$ cat src/rtl/simon_seq_engine.sv
// Simon-style memory game sequencer.
// Plays back a growing prefix of a seeded colour sequence, then checks the
// player's guesses one by one, with optional per-round speed-up and lives.
module simon_seq_engine #(
  parameter int MAX_ROUNDS = 10,
  parameter int COLOR_W    = 2,
  parameter int TIMER_W    = 28,
  parameter int LIVES      = 1
) (
  input  logic                          clk,
  input  logic                          rst,
  input  logic                          start,
  input  logic                          seed_valid,
  input  logic [MAX_ROUNDS*COLOR_W-1:0] seed,
  input  logic [TIMER_W-1:0]            step_ticks,
  input  logic                          speedup,
  input  logic                          round_go,
  input  logic [COLOR_W:0]              guess,
  input  logic                          guess_valid,
  output logic [COLOR_W:0]              display,
  output logic [$clog2(MAX_ROUNDS+1)-1:0] round,
  output logic [2:0]                    lives_left,
  output logic                          awaiting,
  output logic                          win,
  output logic                          lose
);

  localparam int RW = $clog2(MAX_ROUNDS+1);
  localparam int NE = 2**RW;

  typedef enum logic [3:0] {
    IDLE, SEED, WAIT_GO, SHOW_ON, SHOW_OFF, GUESS, CHECK, ADVANCE, WIN, LOSE
  } state_t;

  state_t                        state_reg;
  logic [MAX_ROUNDS*COLOR_W-1:0] seq_reg;
  logic [RW-1:0]                 idx_reg;
  logic [RW-1:0]                 gidx_reg;
  logic [TIMER_W-1:0]            timer_reg;
  logic [COLOR_W:0]              guess_reg;

  // Sequence unpacked into a power-of-two array so any RW-bit index is in range.
  logic [COLOR_W-1:0] elem [NE];

  for (genvar gi = 0; gi < NE; gi++) begin : g_elem
    if (gi < MAX_ROUNDS) begin : g_used
      assign elem[gi] = seq_reg[gi*COLOR_W +: COLOR_W];
    end else begin : g_pad
      assign elem[gi] = '0;
    end
  end

  logic [RW-1:0]      round_m1;
  logic [RW-1:0]      idx_inc;
  logic [2:0]         shift_amt;
  logic [TIMER_W-1:0] t_shift;
  logic [TIMER_W-1:0] t_eff;
  logic [COLOR_W:0]   first_code;
  logic [COLOR_W:0]   next_code;
  logic [COLOR_W:0]   exp_code;

  assign round_m1   = round - 1'b1;
  assign idx_inc    = idx_reg + 1'b1;
  // Display time halves every four rounds when speedup is enabled.
  assign shift_amt  = 3'(round_m1 >> 2);
  assign t_shift    = speedup ? (step_ticks >> shift_amt) : step_ticks;
  assign t_eff      = (t_shift == '0) ? TIMER_W'(1) : t_shift;
  assign first_code = {1'b0, elem[0]} + 1'b1;
  assign next_code  = {1'b0, elem[idx_inc]} + 1'b1;
  assign exp_code   = {1'b0, elem[gidx_reg]} + 1'b1;

  // Game FSM with registered outputs; start low aborts everything.
  always_ff @(posedge clk or negedge rst) begin
    if (!rst) begin
      state_reg  <= IDLE;
      seq_reg    <= '0;
      idx_reg    <= '0;
      gidx_reg   <= '0;
      timer_reg  <= '0;
      guess_reg  <= '0;
      display    <= '0;
      round      <= '0;
      lives_left <= '0;
      awaiting   <= 1'b0;
      win        <= 1'b0;
      lose       <= 1'b0;
    end else begin
      awaiting <= 1'b0;
      if (state_reg != IDLE && !start) begin
        state_reg <= IDLE;
        display   <= '0;
        round     <= '0;
        win       <= 1'b0;
        lose      <= 1'b0;
        timer_reg <= '0;
        idx_reg   <= '0;
        gidx_reg  <= '0;
      end else begin
        case (state_reg)
          IDLE: begin
            win     <= 1'b0;
            lose    <= 1'b0;
            round   <= '0;
            display <= '0;
            if (start) state_reg <= SEED;
          end
          SEED: begin
            if (seed_valid) begin
              seq_reg    <= seed;
              round      <= RW'(1);
              lives_left <= 3'(LIVES);
              state_reg  <= WAIT_GO;
            end
          end
          WAIT_GO: begin
            if (round_go) begin
              idx_reg   <= '0;
              display   <= first_code;
              timer_reg <= t_eff;
              state_reg <= SHOW_ON;
            end
          end
          SHOW_ON: begin
            if (timer_reg <= TIMER_W'(1)) begin
              display   <= '0;
              timer_reg <= t_eff;
              state_reg <= SHOW_OFF;
            end else begin
              timer_reg <= timer_reg - 1'b1;
            end
          end
          SHOW_OFF: begin
            if (timer_reg <= TIMER_W'(1)) begin
              if (idx_reg < round_m1) begin
                idx_reg   <= idx_inc;
                display   <= next_code;
                timer_reg <= t_eff;
                state_reg <= SHOW_ON;
              end else begin
                gidx_reg  <= '0;
                timer_reg <= '0;
                awaiting  <= 1'b1;
                state_reg <= GUESS;
              end
            end else begin
              timer_reg <= timer_reg - 1'b1;
            end
          end
          GUESS: begin
            if (guess_valid) begin
              guess_reg <= guess;
              state_reg <= CHECK;
            end else begin
              awaiting <= 1'b1;
            end
          end
          CHECK: begin
            // A zero guess can never equal exp_code, which is always >= 1.
            if (guess_reg == exp_code) begin
              if (gidx_reg == round_m1) begin
                state_reg <= ADVANCE;
              end else begin
                gidx_reg  <= gidx_reg + 1'b1;
                awaiting  <= 1'b1;
                state_reg <= GUESS;
              end
            end else if (lives_left > 3'd1) begin
              lives_left <= lives_left - 1'b1;
              state_reg  <= WAIT_GO;
            end else begin
              lives_left <= '0;
              lose       <= 1'b1;
              state_reg  <= LOSE;
            end
          end
          ADVANCE: begin
            if (round == RW'(MAX_ROUNDS)) begin
              win       <= 1'b1;
              state_reg <= WIN;
            end else begin
              round     <= round + 1'b1;
              state_reg <= WAIT_GO;
            end
          end
          WIN:     win  <= 1'b1;
          LOSE:    lose <= 1'b1;
          default: state_reg <= IDLE;
        endcase
      end
    end
  end

endmodule

$ cat config.mk
export PLATFORM = sky130hd
export DESIGN_NAME = simon_seq_engine
export DESIGN_NICKNAME = d
export VERILOG_FILES = /design/src/rtl/simon_seq_engine.sv
export SDC_FILE = /design/constraint.sdc
export NUM_CORES = 1
export LEC_CHECK = 0
export ABC_AREA = 0
export BUFFER_PORTS_ARGS = -buffer_cell sky130_fd_sc_hd__buf_2
export CAP_MARGIN = 25
export CORE_ASPECT_RATIO = 0.75
export CORE_MARGIN = 2
export CORE_UTILIZATION = 60
export CTS_BUF_LIST = sky130_fd_sc_hd__clkbuf_8
export DETAILED_ROUTE_END_ITERATION = 7
export PLACE_DENSITY = 0.82
export REMOVE_ABC_BUFFERS = 1
export SLEW_MARGIN = 15
export SYNTH_ARGS = -nofsm -noshare
export SYNTH_HDL_FRONTEND = slang
export SYNTH_SLANG_ARGS = --single-unit
$ cat constraint.sdc
create_clock -name clk -period 5.91 [get_ports clk]
set_input_delay 0.2955 -clock clk [delete_from_list [all_inputs] [get_ports clk]]
set_output_delay 0.2955 -clock clk [all_outputs]
set_load 0.01 [all_outputs]
==> results.cfg, run 1 <==
[run_status]
status = completed

[placement]
io_buffers = 70
place_inst = 860
gp_congestion = 1.05
placed_cell_area_um2 = 6330
dp_hpwl_um = 13100
pre_cts_ws_ns = 2.21

[global_routing]
use_met1_pct = 50.5
antenna_found_initial = 0
grt_use_met3_pct = 11.4
use_met2_pct = 45.2
grt_pass1_vias = 5383
grt_pass1_wl_um = 28500
grt_overflow = 0
grt.total_usage_pct = 33.3
grt_max_degree = 77
top_usage_layer = met1

[clock_network]
cts_resized = 0
ctsRootBufferMaster = clkbuf_8
clk_pin_slew_ns = 0.08
cts.path.max_buffers = 2
post_cts_buffers = 0
hold_buffers = 0
tritoncts = yes
clkLatencyLatePin_ns = 0.36
clock_sinks = 76
h-tree-depth = 3
cts_made_buffers = 9

[timing]
relSlewSlack_pct = 31.1
fin_setup_tns_ns = 0
setup_violations = 0
timing.final.crit_period_ns = 3.80
clock_skew_ns = 0.00880
max_freq_mhz = 263
period_share_pct = 64.3
worst_slack_ns = 2.11
tightest_slew_ns = 1.03
rsz0062_at_grt = false
report.final.slew_viol_count = 0
hold_viol_final = 0

[floorplan]
start_util_pct = 61.5
core_um2 = 9660
die_x_um = 119
die_area_um2 = 10700
num_rows = 31
die_h_um = 90.1
ioPinCount = 71

[critical_path]
critPathCaptureType = flop
cpLargestDelayFamily = adder cells
worst-path-buf-inv = 2
critical_path.startpoint_type = flop
worstSetupEndpoint = timer_reg[24]$_DFFE_PN0P_
worst_ep_required_time_ns = 6.20
rrSetupSlack_ns = 2.11
crit_start = round[0]$_DFFE_PN0P_
crit_arrival_ns = 4.10
rr_startpoint = round[0]$_DFFE_PN0P_
rr_endpoint = timer_reg[24]$_DFFE_PN0P_
worst-path-stages = 13
cp_slowest_cell = dfrtp_1
crit_chain = inv_1 -> ha_1 -> xor2_4 -> inv_2 -> ha_1 -> nor2_1 -> a21oi_1 -> maj3_1 -> nand2_2 -> nand2_2 -> o32ai_1 -> nand2_1 -> a21oi_1
r2r_cells = 13
slowest_delay_ns = 0.58
critical_path.max_fanout = 20
worst-setup-path-type = flop to flop

[worst_hold_path]
hp-class = primary input to flop

[finish]
area_growth_pct = 10.5
mostFrequentLayoutCells = 79 x nor2_1, 78 x nand2_1, 76 x dfrtp_1
multi_input_area_um2 = 3790
fin_nets = 812
instances_no_fill = 878
fillers = 807
seq_area_um2 = 1900
fin_area_um2 = 6560
final_common_cell = nor2_1
diodes = 0
largest_reg_flops = 28
drive_gt1_share_pct = 20.0

[pwr]
p_per_area_nw_per_um2 = 474
switching_power_uw = 1490
p_sw_share_pct = 47.9
power.internal_uw = 1620
pwr-share-clk_pct = 12.9
p_leak_uw = 0.00274
vdd_drop_max_v = 0.000290
pwr-share-comb_pct = 55.6
power.share.sequential_pct = 31.5

[synthesis]
syn_area_um2 = 5940
ys_seq_area_share_pct = 32.0
synth-edff-count = 0
synthFlopType = dfrtp_1
avgSynthCellArea_um2 = 8.58
syn_inst = 692
yosysWarnings = 0
async_reset_ff_share_pct = 100
synth_cell_types = 78
ys_ff_latch = 76

[route]
drc = 0
wl_per_cell_um = 20.0
routed_wl_um = 17500
drt_pass1_iterations = 8
drt_iter0_drc = 962
num_vias = 5987
postRouteAntennaNets = 0
viasPerCell = 6.82

[job]
max_cap_violations = 0
## routing by layer
metal	up-vias	wire (um)
met2	440	7300
li1	2696	-
met4	0	255
met1	2817	7510
met3	34	2460
met5	-	0
## layout make-up
type | instances | share of cell area, %
sequential | 76 | 29.0
clock buffer | 9 | 1.89
clock inverter | 7 | 1.03
tap | 132 | 2.52
multi-input combinational | 557 | 57.8
timing repair buffer | 78 | 6.70
inverter | 19 | 1.09
## power by group through the flow
| stage | sequential, uW | combinational, uW | clock (uW) |
|---|---|---|---|
| 2_1_floorplan | 908 | 1240 | 0 |
| 3_3_place_gp | 956 | 1630 | 0 |
| 3_5_place_dp | 974 | 1680 | 0 |
| 4_1_cts | 966 | 1680 | 408 |
| 5_1_grt | 1010 | 1900 | 428 |
| 6_report | 978 | 1730 | 401 |
## cells by family (layout without fill, tap and decap cells)
group	after synthesis	in the layout	synth area share (%)
AO/OA/AOI/OAI	196	196	22.4
XOR/XNOR	24	24	4.21
adder cells (fa/ha/maj)	14	14	2.91
buffers and inverters	59	113	4.36
flip-flops	76	76	32.0
multiplexers	57	57	12.4
AND/OR/NAND/NOR	266	266	21.6
## worst min-delay path by stage
| stage | start | endpoint | depth (start not counted) |
|---|---|---|---|
| after global routing | seed[4] | seq_reg[4]$_DFFE_PN0P_ | 2 |
| after detailed placement | display[2]$_DFFE_PN0P_ | display[2]$_DFFE_PN0P_ | 2 |
| final | seed[17] | seq_reg[17]$_DFFE_PN0P_ | 2 |
| after CTS | rst | win$_DFFE_PN0P_ | 1 |
| after floorplan | rst | awaiting$_DFF_PN0_ | 0 |
| after global placement | display[1]$_DFFE_PN0P_ | display[1]$_DFFE_PN0P_ | 2 |
## cell usage after synthesis (8+ instances only)
cell type	instances	area, um2
xor2_1	10	87.6
o221ai_1	21	184
a221oi_1	9	78.8
mux2i_1	18	180
nand4_1	10	62.6
nor3_1	17	85.1
nor2_1	79	297
inv_1	17	63.8
a21oi_1	31	155
o21ai_0	57	285
dfrtp_1	76	1900
mux4_2	10	225
nand3_1	24	120
xnor2_1	11	96.3
mux2_2	26	293
clkbuf_1	28	105
o211ai_1	8	60.1
ha_1	13	163
nor2b_1	8	50.1
nand2_1	78	293
or3_1	8	50.1
a31oi_1	9	56.3
## stage by stage
| step | util [%] | total power (uW) | hold slack, ns |
|---|---|---|---|
| final | 67.9 | 3110 | 0.158 |
| after detailed placement | 65.5 | 2650 | 0.466 |
| after global placement | 65.4 | 2590 | 0.462 |
| after CTS | 67.5 | 3060 | 0.120 |
| after global routing | 67.9 | 3330 | 0.143 |
| after floorplan | - | 2150 | -0.0000911 |
Power figures use the tool's default switching activity.
==> inputs of run 2 (changes only) <==
- ABC_AREA: 0 -> 1
- PLACE_DENSITY: 0.82 -> 0.81
- clock period: 5.91 -> 3.95 ns (I/O delays scaled with it)
==> results.cfg, run 2 <==
[run_status]
status = completed

[clock_network]
cts.path.max_buffers = 2
ctsRootBufferMaster = clkbuf_8
cts_resized = 0
clkLatencyLatePin_ns = 0.37
post_cts_buffers = 0
tritoncts = yes
cts_made_buffers = 9
h-tree-depth = 3
clk_pin_slew_ns = 0.10
clock_sinks = 76
hold_buffers = 0

[timing]
worst_slack_ns = 0.457
hold_viol_final = 0
tightest_slew_ns = 0.956
fin_setup_tns_ns = 0
relSlewSlack_pct = 36.1
report.final.slew_viol_count = 0
timing.final.crit_period_ns = 3.49
max_freq_mhz = 286
clock_skew_ns = 0.0130
period_share_pct = 88.4
rsz0062_at_grt = false
setup_violations = 0

[global_routing]
grt_overflow = 0
antenna_found_initial = 0
grt_pass1_vias = 6068
grt_max_degree = 77
grt_pass1_wl_um = 30400
grt.total_usage_pct = 31.3

[synthesis]
synth_fa_ha_area_share_pct = 2.43
synthXorXnorAreaFrac_pct = 4.71
ys_ff_latch = 76
synth-edff-count = 0
synth_simple_gate_area_share_pct = 35.5
synthFlopType = dfrtp_1
ys_seq_area_share_pct = 28.4
avgSynthCellArea_um2 = 6.65
synth_compound_area_share_pct = 16.6
synth.mux.area_fraction_pct = 2.35
synthMostInstantiatedCell = nand2_1
syn_area_um2 = 6700
synth_top_cell_by_area = dfrtp_1
synth_top_family_by_area = simple AND/OR/NAND/NOR gates
synth_common_cells = 326 x nand2_1, 104 x inv_1, 90 x nand3_1
syn_inst = 1007
yosysTopAreaCellShare_pct = 28.4
netlist_top_cells_area = dfrtp_1 28%, nand2_1 18%, nand3_1 6.7%, inv_1 5.8%, nor2_1 4.8%
async_reset_ff_share_pct = 100
synth_cell_types = 47
yosysWarnings = 0

[job]
max_cap_violations = 0

[pwr]
power_uw = 5010
vdd_drop_max_v = 0.000406
p_leak_uw = 0.00374
p_per_area_nw_per_um2 = 683

[critical_path]
critical_path.max_fanout = 23
crit_arrival_ns = 3.78
critPathCaptureType = flop
critical_path.startpoint_type = flop
worst-setup-path-type = flop to flop
worst_ep_required_time_ns = 4.23

[placement]
dp_hpwl_um = 13500
placed_cell_area_um2 = 7040
pre_cts_ws_ns = 0.504
io_buffers = 70
gp_congestion = 0.963

[finish]
mostFrequentLayoutCells = 326 x nand2_1, 104 x inv_1, 90 x nand3_1
final_common_cell = nand2_1
seq_area_um2 = 1900
diodes = 0
largest_reg_flops = 28
fin_area_um2 = 7330
drive_gt1_share_pct = 16.1
fin_nets = 1126
area_growth_pct = 9.37
fillers = 1002
multi_input_area_um2 = 4130

[route]
drt_iter0_drc = 833
viasPerCell = 5.80
routed_wl_um = 18400
drc = 0
drt_pass1_iterations = 5
postRouteAntennaNets = 0
wl_per_cell_um = 15.3
num_vias = 6961

[floorplan]
start_util_pct = 61.5
core_um2 = 10900
ioPinCount = 71
num_rows = 33
die_x_um = 126
die_area_um2 = 12000
die_h_um = 95.5

[worst_hold_path]
hp-class = primary input to flop
run 2: cell types whose count changed after synthesis, moves of 12 or more:
cell / previous run / this run
clkbuf_1: 28 / 14
inv_1: 17 / 104
inv_2: 1 / 15
mux2_2: 26 / 14
mux2i_1: 18 / 0
nand2_1: 78 / 326
nand3_1: 24 / 90
o211ai_1: 8 / 23
o221ai_1: 21 / 3
o221ai_2: 2 / 20
xor2_1: 10 / 28
run 2: per-stage QoR:
step | instances | util, % | hold slack, ns
4_1_cts | 1197 | 66.6 | 0.0134
2_1_floorplan | 968 | - | -0.0981
3_5_place_dp | 1181 | 64.6 | 0.414
3_3_place_gp | 1181 | 64.6 | 0.410
5_1_grt | 1200 | 67.2 | 0.0397
6_report | 1200 | 67.2 | 0.0537
run 2: path summary, 6_finish.rpt:
| path | from | cells after the start | to | slack, ns |
|---|---|---|---|---|
| worst max-delay path | round[0]$_DFFE_PN0P_ | 15 | timer_reg[2]$_DFFE_PN0P_ | 0.46 |
| worst min-delay path | seed[15] | 2 | seq_reg[15]$_DFFE_PN0P_ | 0.05 |
| worst max register to register | round[0]$_DFFE_PN0P_ | 15 | timer_reg[2]$_DFFE_PN0P_ | 0.46 |
| worst min register to register | lose$_DFFE_PN0P_ | 2 | lose$_DFFE_PN0P_ | 0.49 |
| max in group asynchronous | rst | 3 | timer_reg[6]$_DFFE_PN0P_ | 3.12 |
| min in group asynchronous | rst | 2 | lives_left[0]$_DFFE_PN0P_ | 0.23 |
run 2: cell type report:
class	instances	area share, %
multi-input combinational	773	56.3
clock inverter	7	1.40
inverter	119	6.09
clock buffer	9	1.69
timing repair buffer	76	6.18
sequential	76	25.9
tap	140	2.39
run 2: cells by family (layout without fill, tap and decap cells):
group                    after synthesis  count (layout)
flip-flops                            76              76
XOR/XNOR                              36              36
AND/OR/NAND/NOR                      553             553
multiplexers                          14              14
AO/OA/AOI/OAI                        157             157
buffers and inverters                158             211
adder cells (fa/ha/maj)               13              13
run 2: critical path, cell delays in order (launching register included):
cell,delay [ns]
dfrtp_1,0.47
inv_1,0.22
ha_1,0.25
inv_1,0.08
nand2_1,0.30
nand2_2,0.38
ha_1,0.41
a21oi_1,0.14
o21ai_1,0.07
nand2_1,0.17
inv_1,0.09
nand2_1,0.12
nand2_4,0.23
o221ai_1,0.28
nand3_1,0.09
o21ai_0,0.11
run 2: routing by layer:
layer  wire, um  part of all wire, %  GRT usage [%]  vias to the layer above
met1       8830                   48           49.9                     3211
met3       1980                   11           5.44                       19
met5          0                    0              0                        -
met2       7450                   41           44.2                      344
met4        130                 0.71           4.95                        0
li1           -                    -              -                     3387
run 2: report_power, final:
part	switching, uW	leakage, uW	total [uW]	internal, uW
Combinational	1950	0.00266	2950	995
Clock	341	0.000117	707	366
Sequential	281	0.000965	1350	1070
Total	2580	0.00374	5010	2430
